--- config.mk ---
export PLATFORM = sky130hd
export DESIGN_NAME = fab_clk_div_gen
export DESIGN_NICKNAME = d
export VERILOG_FILES = /design/src/rtl/fab_clk_pkg.sv /design/src/rtl/fab_clk_div_ch.sv /design/src/rtl/fab_clk_div_gen.sv
export SDC_FILE = /design/constraint.sdc
export NUM_CORES = 1
export LEC_CHECK = 0
export ABC_AREA = 1
export CAP_MARGIN = 20
export CORE_MARGIN = 5
export CORE_UTILIZATION = 66
export CTS_BUF_LIST = sky130_fd_sc_hd__clkbuf_4 sky130_fd_sc_hd__clkbuf_8
export DETAILED_ROUTE_END_ITERATION = 8
export PLACE_DENSITY = 0.85
export SLEW_MARGIN = 20
export SYNTH_ARGS = -nofsm -noshare
export SYNTH_HDL_FRONTEND = slang
export SYNTH_SLANG_ARGS = --single-unit
--- constraint.sdc ---
create_clock -name PCLK -period 5.3 [get_ports PCLK]
set_input_delay 1.06 -clock PCLK [delete_from_list [all_inputs] [get_ports PCLK]]
set_output_delay 1.06 -clock PCLK [all_outputs]
set_load 0.01 [all_outputs]
--- src/rtl/fab_clk_pkg.sv ---
// fab_clk_pkg: default parameters, clog2 helper and per-channel flag type for fab_clk_div_gen
package fab_clk_pkg;
   localparam int FAB_NUM_CH   = 4;
   localparam int FAB_DIV_W    = 16;
   localparam int FAB_DEF_DIV  = 0;
   localparam int FAB_LOCK_CNT = 4;
   typedef struct packed {
      logic pend;
      logic tick;
      logic clk_out;
   } ch_flags_t;
   function automatic int clog2(input int n);
      int r = 0;
      for (int i = 0; i < 31; i++) if ((1 << i) < n) r = i + 1;
      return r;
   endfunction
endpackage

--- src/rtl/fab_clk_div_ch.sv ---
// fab_clk_div_ch: one divider channel (counter, active/pending divisor, square wave, lock tracking)
// Ports: PCLK/PRESERN clock and sync active-low reset; ch_en run enable; wr/wr_div accepted divisor write;
//        pend pending-divisor flag; tick period pulse; clk_out square wave; lock stable-run indicator.
module fab_clk_div_ch
   import fab_clk_pkg::*;
#(
   parameter int DIV_W    = FAB_DIV_W,
   parameter int DEF_DIV  = FAB_DEF_DIV,
   parameter int LOCK_CNT = FAB_LOCK_CNT
) (
   input  logic             PCLK,
   input  logic             PRESERN,
   input  logic             ch_en,
   input  logic             wr,
   input  logic [DIV_W-1:0] wr_div,
   output logic             pend,
   output logic             tick,
   output logic             clk_out,
   output logic             lock
);
   localparam int LW = (clog2(LOCK_CNT + 1) > 0) ? clog2(LOCK_CNT + 1) : 1;
   logic [DIV_W-1:0] cnt_q, cnt_d, act_q, act_d, pdiv_q, pdiv_d;
   logic [LW-1:0]    lc_q, lc_d, lc_base;
   ch_flags_t        f_q, f_d;
   logic             lock_q, lock_d, apply;
   // The new divisor takes effect in the cycle after a tick, so the comparison
   // that starts the next period already uses it (also makes D=0 work at once).
   always_comb begin
      apply       = f_q.pend & (f_q.tick | ~ch_en);
      act_d       = apply ? pdiv_q : act_q;
      f_d.tick    = ch_en & (cnt_q == act_d);
      cnt_d       = (ch_en & ~f_d.tick) ? cnt_q + 1'b1 : '0;
      f_d.clk_out = ch_en & (f_q.clk_out ^ f_d.tick);
      f_d.pend    = wr | (f_q.pend & ~apply);
      pdiv_d      = wr ? wr_div : pdiv_q;
      lc_base     = apply ? '0 : lc_q;
      lc_d        = ~ch_en ? '0 : (f_d.tick && lc_base != LW'(LOCK_CNT)) ? lc_base + 1'b1 : lc_base;
      lock_d      = ch_en & (lc_d == LW'(LOCK_CNT));
   end
   always_ff @(posedge PCLK) begin
      if (!PRESERN) begin
         cnt_q  <= '0;
         act_q  <= DIV_W'(DEF_DIV);
         pdiv_q <= '0;
         f_q    <= '0;
         lc_q   <= '0;
         lock_q <= 1'b0;
      end else begin
         cnt_q  <= cnt_d;
         act_q  <= act_d;
         pdiv_q <= pdiv_d;
         f_q    <= f_d;
         lc_q   <= lc_d;
         lock_q <= lock_d;
      end
   end
   assign pend    = f_q.pend;
   assign tick    = f_q.tick;
   assign clk_out = f_q.clk_out;
   assign lock    = lock_q;
endmodule

--- src/rtl/fab_clk_div_gen.sv ---
// fab_clk_div_gen: NUM_CH independent programmable clock-enable / square-wave dividers
// Ports: PCLK/PRESERN clock and sync active-low reset; cfg_wr/cfg_ch/cfg_div divisor write, cfg_ready accept;
//        ch_en per-channel enable; tick, clk_out, lock per channel; all_lock registered AND of lock.
module fab_clk_div_gen
   import fab_clk_pkg::*;
#(
   parameter  int NUM_CH   = FAB_NUM_CH,
   parameter  int DIV_W    = FAB_DIV_W,
   parameter  int DEF_DIV  = FAB_DEF_DIV,
   parameter  int LOCK_CNT = FAB_LOCK_CNT,
   localparam int CH_W     = (clog2(NUM_CH) > 0) ? clog2(NUM_CH) : 1
) (
   input  logic              PCLK,
   input  logic              PRESERN,
   input  logic              cfg_wr,
   input  logic [CH_W-1:0]   cfg_ch,
   input  logic [DIV_W-1:0]  cfg_div,
   output logic              cfg_ready,
   input  logic [NUM_CH-1:0] ch_en,
   output logic [NUM_CH-1:0] tick,
   output logic [NUM_CH-1:0] clk_out,
   output logic [NUM_CH-1:0] lock,
   output logic              all_lock
);
   localparam int CH_N = 1 << CH_W;
   logic [NUM_CH-1:0] pend;
   logic [CH_N-1:0]   pend_x;
   logic              all_lock_q;
   // Zero-padded so every encodable cfg_ch indexes a real bit.
   assign pend_x    = CH_N'(pend);
   assign cfg_ready = (32'(cfg_ch) < NUM_CH) & ~pend_x[cfg_ch];
   for (genvar g = 0; g < NUM_CH; g++) begin : g_ch
      fab_clk_div_ch #(.DIV_W(DIV_W), .DEF_DIV(DEF_DIV), .LOCK_CNT(LOCK_CNT)) u_ch (
         .PCLK   (PCLK),
         .PRESERN(PRESERN),
         .ch_en  (ch_en[g]),
         .wr     (cfg_wr & cfg_ready & (cfg_ch == CH_W'(g))),
         .wr_div (cfg_div),
         .pend   (pend[g]),
         .tick   (tick[g]),
         .clk_out(clk_out[g]),
         .lock   (lock[g])
      );
   end
   always_ff @(posedge PCLK) begin
      if (!PRESERN) all_lock_q <= 1'b0;
      else all_lock_q <= &lock;
   end
   assign all_lock = all_lock_q;
endmodule

## Word-level counts from Yosys, hierarchy flattened

Cells that the tools add are included.

- Add/sub/neg operators: 8
- Magnitude comparators: 1
- Equal/unequal tests: 15
- Mux-type cells: 18
- Bitwise logic cells: 54
- Reduce and logical (&&, ||, !) cells: 10

Operators with widths:

| operator | count |
|---|---|
| 16-bit by 1-bit adder with 16-bit output (second input constant) | 4 |
| 16-bit equality test | 4 |
| 16-bit two-way mux | 4 |
| 3-bit two-way mux | 12 |
| 1-bit bitwise AND | 29 |
| 1-bit inverter | 13 |
| 3-bit by 1-bit adder with 3-bit output (second input constant) | 4 |
| 3-bit equality test (second input constant) | 4 |
| 3-bit != test (second input constant) | 4 |
| 1-bit OR | 8 |
| 2-bit AND reduction | 4 |
| 2-bit equality test (second input constant) | 2 |
| 1-bit logical AND | 4 |
| 4-bit AND reduction | 1 |
| 1-bit XOR | 4 |
| 2-bit by 3-bit < comparator with 1-bit output (second input constant) | 1 |
| 1-bit binary-select mux with 2-bit select | 1 |
| 2-bit by 1-bit equality test with 1-bit output (second input constant) | 1 |
| 2-bit logical NOT | 1 |
| 1-bit two-way mux | 1 |

- Register bits: 221
- Bits of input ports: 25

## Depth between registers and ports, before layout

- Word-level depth: 11
- Mapped depth: 17

## Modules after synthesis

A second synthesis with hierarchy kept.

- Cells, all modules: 1673
- Area, all modules: 11259.5 um^2

By module, submodules not included:

| module | times used | cells an instance | area each (um^2) | seq. area each (um^2) |
|---|---|---|---|---|
| fab_clk_div_ch | 4 | 412 | 2781.4 | 1101.1 |
| fab_clk_div_gen | 1 | 25 | 133.9 | 20.0 |

## Worst setup path before layout

OpenSTA, ideal clock, no wires.

- Path type: in2reg
- From: input port ch_en[1]
- To: register g_ch[1].u_ch.cnt_q[9]
- Arrival: 2.413 ns
- Required time: 5.178 ns
- Path slack: 2.766 ns
- Cell stages on the path: 15
- Buffers on the path: 3
- Path through: buf_4 > nand2_4 > buf_4 > nand3_1 > nand2_1 > nand2_1 > nand2_1 > nand2_1 > nor2_1 > nand2_1 > nor2_4 > inv_2 > nand2_2 > buf_4 > a21oi_1

- Word-level cells in the longest chain between the ends: 9

RTL lines:

| item | line | text |
|---|---|---|
| from (decl) | fab_clk_div_gen.sv:19 | `input logic [NUM_CH-1:0] ch_en,` |
| 1-bit inverter | - |  |
| 1-bit OR | fab_clk_div_ch.sv:29 | `apply = f_q.pend & (f_q.tick \| ~ch_en);` |
| 1-bit bitwise AND | fab_clk_div_ch.sv:29 |  |
| 16-bit two-way mux | fab_clk_div_ch.sv:30 | `act_d = apply ? pdiv_q : act_q;` |
| 16-bit equality test | fab_clk_div_ch.sv:31 | `f_d.tick = ch_en & (cnt_q == act_d);` |
| 1-bit bitwise AND | fab_clk_div_ch.sv:31 |  |
| 1-bit inverter | fab_clk_div_ch.sv:32 | `cnt_d = (ch_en & ~f_d.tick) ? cnt_q + 1'b1 : '0;` |
| 1-bit bitwise AND (*) | fab_clk_div_ch.sv:32 |  |
| 2-bit AND reduction (no line) (*) | - |  |
| to (signal assigned) | fab_clk_div_ch.sv:49 | `cnt_q <= cnt_d;` |
| to (decl) | fab_clk_div_ch.sv:22 | `logic [DIV_W-1:0] cnt_q, cnt_d, act_q, act_d, pdiv_q, pdiv_d;` |

Every way passes the cells marked *; elsewhere a longest branch is shown, timed or not.
A chain may end at the register's enable or synchronous reset.

## Final worst setup path

- From: input port cfg_ch[1]
- To: output port cfg_ready

- Word-level cells in the longest chain between the ends: 3

RTL lines:

| item | line | text |
|---|---|---|
| from (decl) | fab_clk_div_gen.sv:16 | `input logic [CH_W-1:0] cfg_ch,` |
| 1-bit binary-select mux with 2-bit select | fab_clk_div_gen.sv:31 | `assign cfg_ready = (32'(cfg_ch) < NUM_CH) & ~pend_x[cfg_ch];` |
| 1-bit two-way mux (not written as such) | fab_clk_div_gen.sv:31 |  |
| 1-bit inverter | fab_clk_div_gen.sv:31 |  |
| to (decl) | fab_clk_div_gen.sv:18 | `output logic cfg_ready,` |

No other way between the ends. The select of a mux whose other input is x is not followed.

==> impl_metrics.prom <==
# TYPE chip_impl_metric gauge
chip_impl_info{name="outcome",value="finished clean"} 1
chip_impl_metric{name="area.sequential",unit="mm^2"} 0.00442
chip_impl_metric{name="synth-edff-count",unit=""} 0
chip_impl_metric{name="r2r_cells",unit=""} 7
chip_impl_info{name="clk_root_buffer_cell",value="sky130_fd_sc_hd__clkbuf_8"} 1
chip_impl_metric{name="number_of_endpoints_with_negative_hold_slack_in_the_final_report",unit=""} 0
chip_impl_metric{name="cts_htree_levels",unit=""} 2
chip_impl_metric{name="globalRouteTotalUtil",unit=""} 0.270
chip_impl_info{name="endpoint_of_the_most_critical_register_to_register_path",value="g_ch[0].u_ch.pdiv_q[9]$_SDFFE_PN0P_"} 1
chip_impl_info{name="critical_path_class",value="in -> out"} 1
chip_impl_metric{name="finalSetupViolCount",unit=""} 0
chip_impl_metric{name="post-cts-setup-buffers",unit=""} 0
chip_impl_info{name="reg2reg_from",value="g_ch[2].u_ch.pend$_SDFF_PN0_"} 1
chip_impl_metric{name="cp_slowest_stage_delay",unit="ns"} 0.62
chip_impl_info{name="synth_area_leaders",value="sky130_fd_sc_hd__dfxtp_1 41%, sky130_fd_sc_hd__nand2_1 14%, sky130_fd_sc_hd__nand3_1 9.5%, sky130_fd_sc_hd__inv_1 8.4%, sky130_fd_sc_hd__a21oi_1 5.6%"} 1
chip_impl_info{name="hp-start",value="g_ch[0].u_ch.pdiv_q[6]$_SDFFE_PN0P_"} 1
chip_impl_metric{name="post_synth_inst_count",unit=""} 1579
chip_impl_metric{name="synth_top_area_frac",unit=""} 0.412
chip_impl_metric{name="final_critical_path_required_period",unit="ns"} 3.78
chip_impl_info{name="crit_path_end_kind",value="output pin"} 1
chip_impl_metric{name="first_global_vias",unit=""} 8846
chip_impl_metric{name="grt_antenna_before_repair",unit=""} 0
chip_impl_metric{name="design.portCount",unit=""} 39
chip_impl_metric{name="syn-num-nets",unit=""} 1616
chip_impl_metric{name="total_power",unit="mW"} 3.76
chip_impl_metric{name="cts_buffers",unit=""} 38
chip_impl_metric{name="cts_max_path_buffers",unit=""} 3
chip_impl_metric{name="place.gp.congestion",unit=""} 0.835
chip_impl_metric{name="fin_setup_tns",unit="ns"} 0
chip_impl_info{name="synth_top_flop_cell",value="sky130_fd_sc_hd__dfxtp_1"} 1
chip_impl_metric{name="clk_transition_reported_paths",unit="ns"} 0.06
chip_impl_metric{name="synthesis.area_per_instance",unit="um^2"} 6.80
chip_impl_metric{name="ys_ff_latch",unit=""} 221
chip_impl_metric{name="timing.clock.skew",unit="ns"} 0.0183
chip_impl_metric{name="period_share",unit=""} 0.713
chip_impl_metric{name="synthArstFlopShare",unit=""} 0
chip_impl_metric{name="max-vdd-ir-drop",unit="V"} 0.000236
chip_impl_info{name="cp-startpoint",value="cfg_ch[1]"} 1
chip_impl_metric{name="r2r_setup_slack",unit="ns"} 2.43
chip_impl_info{name="grt_setup_unrepaired",value="no"} 1
chip_impl_metric{name="vias",unit=""} 9695
chip_impl_metric{name="slew_viol_final",unit=""} 0
chip_impl_metric{name="synth_warnings",unit=""} 0
chip_impl_metric{name="multi_input_area",unit="mm^2"} 0.00494
chip_impl_metric{name="wirelength",unit="um"} 24900
chip_impl_metric{name="design.core.area",unit="mm^2"} 0.0159
chip_impl_metric{name="synth_seq_area_share",unit=""} 0.412
chip_impl_metric{name="max_cap_violations",unit=""} 0
chip_impl_metric{name="postRouteAntennaNets",unit=""} 0
chip_impl_metric{name="num-nets-final",unit=""} 1625
chip_impl_metric{name="initial_utilization",unit=""} 0.673
chip_impl_metric{name="areaGrowthSynthToFinish",unit="%"} 9.54
chip_impl_metric{name="crit_fanout",unit=""} 4
chip_impl_info{name="cts_tree",value="done"} 1
chip_impl_metric{name="pin_count_of_the_biggest_net_entering_global_routing",unit=""} 67
chip_impl_metric{name="detail_route.iter0.violations",unit=""} 897
chip_impl_info{name="min_to",value="g_ch[0].u_ch.pdiv_q[6]$_SDFFE_PN0P_"} 1
chip_impl_metric{name="drive_above_1_share",unit=""} 0.0701
chip_impl_metric{name="required_arrival_time_at_the_worst_endpoint",unit="ns"} 4.24
chip_impl_metric{name="floorplan.rows",unit=""} 46
chip_impl_metric{name="power.density_cell_area",unit="mW/mm^2"} 320
chip_impl_metric{name="placement.io_buffers",unit=""} 38
chip_impl_metric{name="globalRouteOverflowTotal",unit=""} 0
chip_impl_metric{name="die_area",unit="mm^2"} 0.0189
chip_impl_metric{name="ctsHoldBuffers",unit=""} 0
chip_impl_metric{name="post_drt_via_cell_ratio",unit=""} 5.30
chip_impl_metric{name="chipWidth",unit="um"} 138
chip_impl_metric{name="hpwl",unit="um"} 16700
chip_impl_metric{name="cts_repair_resize_count",unit=""} 0
chip_impl_metric{name="chipHeight",unit="um"} 138
chip_impl_metric{name="placement.setup.worst_slack",unit="ns"} 1.38
chip_impl_metric{name="crit_arrival",unit="ns"} 2.72
chip_impl_metric{name="whs_path_depth",unit=""} 2
chip_impl_info{name="timing.critical_path.cells",value="clkdlybuf4s50_1 -> inv_1 -> nor2_1 -> nand2_1 -> o221ai_1 -> clkdlybuf4s50_1"} 1
chip_impl_info{name="cell_at_the_slowest_stage_of_the_critical_path",value="sky130_fd_sc_hd__clkdlybuf4s50_1"} 1
chip_impl_info{name="path_common_cell",value="sky130_fd_sc_hd__clkdlybuf4s50_1"} 1
chip_impl_info{name="netlist.top_cell.by_area",value="sky130_fd_sc_hd__dfxtp_1"} 1
chip_impl_metric{name="worst_slew_pin_slew",unit="ns"} 1.01
chip_impl_metric{name="final_critical_path_setup_slack",unit="ns"} 1.52
chip_impl_metric{name="fmaxAchievable",unit="GHz"} 0.265
chip_impl_metric{name="wire_length_of_the_first_global_routing_pass",unit="um"} 41600
chip_impl_metric{name="drc",unit=""} 0
chip_impl_metric{name="power_leakage",unit="nW"} 5.09
chip_impl_metric{name="wire_per_inst",unit="um"} 13.6
chip_impl_metric{name="num_antenna_cells",unit=""} 0
chip_impl_info{name="critPathLaunchType",value="input pin"} 1
chip_impl_info{name="hold_path_class",value="reg -> reg"} 1
chip_impl_metric{name="cts.sinks",unit=""} 221
chip_impl_metric{name="filler_cell_count",unit=""} 1311
chip_impl_metric{name="clk-insertion-delay-late",unit="ns"} 0.53
chip_impl_metric{name="dr.pass1.iters",unit=""} 5
chip_impl_metric{name="synth.lib_cells_used.distinct",unit=""} 33
chip_impl_metric{name="mappedNetlistArea",unit="mm^2"} 0.0107
chip_impl_metric{name="slew_headroom",unit=""} 0.325
==> cells in the mapped netlist (5+ instances only) <==
| cell | count |
|---|---|
| sky130_fd_sc_hd__nand2_1 | 399 |
| sky130_fd_sc_hd__inv_1 | 241 |
| sky130_fd_sc_hd__dfxtp_1 | 221 |
| sky130_fd_sc_hd__nand3_1 | 203 |
| sky130_fd_sc_hd__nor2_1 | 128 |
| sky130_fd_sc_hd__a21oi_1 | 120 |
| sky130_fd_sc_hd__o21ai_0 | 67 |
| sky130_fd_sc_hd__buf_4 | 24 |
| sky130_fd_sc_hd__clkbuf_1 | 22 |
| sky130_fd_sc_hd__xor2_1 | 19 |
| sky130_fd_sc_hd__buf_2 | 16 |
| sky130_fd_sc_hd__nor3_1 | 16 |
| sky130_fd_sc_hd__nor3b_1 | 14 |
| sky130_fd_sc_hd__ha_1 | 12 |
| sky130_fd_sc_hd__nand4_1 | 11 |
| sky130_fd_sc_hd__nand2_4 | 9 |
| sky130_fd_sc_hd__buf_6 | 8 |
| sky130_fd_sc_hd__nand3_2 | 7 |
| sky130_fd_sc_hd__nor3_2 | 7 |
| sky130_fd_sc_hd__inv_2 | 5 |
==> final cells by class <==
cell class              instances  area share
flip-flops and latches        221       0.376
repair buffers                 41      0.0338
clock inverters                 3     0.00160
clock buffers                  62      0.0667
multi-input cells            1040       0.420
inverters                     246      0.0785
well taps                     216      0.0230
==> routing by layer <==
metal / share of wire / vias up / routed length (um) / track usage
met2: 0.46 / 246 / 11500 / 0.430
met4: 0.027 / 0 / 685 / 0.0976
met1: 0.45 / 4390 / 11200 / 0.368
met3: 0.062 / 59 / 1560 / 0.0467
met5: 0 / - / 0 / 0
li1: - / 5000 / - / -
==> power breakdown <==
part | internal, mW | leakage [nW] | total (mW) | switching, mW
clock | 0.931 | 0.429 | 1.61 | 0.675
combinational | 0.135 | 2.87 | 0.412 | 0.277
sequential | 1.72 | 1.79 | 1.75 | 0.0303
==> worst max path at each step <==
stage / end / slack [ns]
after global routing: cfg_ready / 1.43
after global placement: g_ch[0].u_ch.pdiv_q[6]$_SDFFE_PN0P_ / 1.59
final: cfg_ready / 1.52
after CTS: cfg_ready / 1.54
after floorplan: g_ch[1].u_ch.cnt_q[9]$_SDFF_PN0_ / 2.77
after detailed placement: g_ch[1].u_ch.pdiv_q[4]$_SDFFE_PN0P_ / 1.38
==> cell families (layout without fill, tap and decap cells) <==
| group | count (synthesis) | in the layout | synth area share |
|---|---|---|---|
| fa+ha+maj | 12 | 12 | 0.0140 |
| flops | 221 | 221 | 0.412 |
| buf+inv | 318 | 352 | 0.128 |
| simple gates | 814 | 814 | 0.339 |
| xor+xnor | 19 | 19 | 0.0155 |
| compound gates | 195 | 195 | 0.0917 |
==> per-stage QoR <==
stage / hold WS [ns] / util / area, um^2 / instances
6_report: 0.449 / 0.738 / 11800 / 1829
5_1_grt: 0.475 / 0.738 / 11800 / 1829
4_1_cts: 0.449 / 0.737 / 11800 / 1829
3_5_place_dp: 0.440 / 0.687 / 11000 / 1764
3_3_place_gp: 0.434 / 0.687 / 11000 / 1764
2_1_floorplan: 0.424 / - / 10700 / 1579
==> registers in the layout (all words and copies together) (netlist names) <==
| signal | count |
|---|---|
| g_ch.u_ch.pend | 4 |
| g_ch.u_ch.clk_out | 4 |
| g_ch.u_ch.cnt_q | 64 |
| g_ch.u_ch.act_q | 64 |
| g_ch.u_ch.lock | 4 |
| all_lock | 1 |
| g_ch.u_ch.pdiv_q | 64 |
| g_ch.u_ch.lc_q | 12 |
| g_ch.u_ch.tick | 4 |
==> worst max-delay path, delay by kind of cell <==
family,cells,cell delay [ns]
simple gates,2,0.31
buf+inv,3,1.23
compound gates,1,0.10
==> placed cells by master, fill, tap and decap left out, types with 3 or more instances in the layout <==
cell type / count
sky130_fd_sc_hd__nor4_1: 4
sky130_fd_sc_hd__clkbuf_8: 51
sky130_fd_sc_hd__clkbuf_4: 11
sky130_fd_sc_hd__or2_2: 4
sky130_fd_sc_hd__nor2_4: 3
sky130_fd_sc_hd__nand2_1: 399
sky130_fd_sc_hd__nand3_2: 8
sky130_fd_sc_hd__inv_1: 241
sky130_fd_sc_hd__xor2_1: 19
sky130_fd_sc_hd__nand2_2: 3
sky130_fd_sc_hd__nand2_4: 9
sky130_fd_sc_hd__nor2_1: 128
sky130_fd_sc_hd__o21ai_0: 67
sky130_fd_sc_hd__nor3_1: 16
sky130_fd_sc_hd__nor3_2: 7
sky130_fd_sc_hd__dfxtp_1: 221
sky130_fd_sc_hd__nand3_1: 202
sky130_fd_sc_hd__o21ai_1: 4
sky130_fd_sc_hd__buf_4: 3
sky130_fd_sc_hd__clkdlybuf4s50_1: 37
sky130_fd_sc_hd__nor2_2: 4
sky130_fd_sc_hd__nand4_1: 11
sky130_fd_sc_hd__a21oi_1: 120
sky130_fd_sc_hd__nor3b_1: 14
sky130_fd_sc_hd__ha_1: 12
sky130_fd_sc_hd__inv_2: 5
No activity file was read; power rests on OpenSTA's default activity.
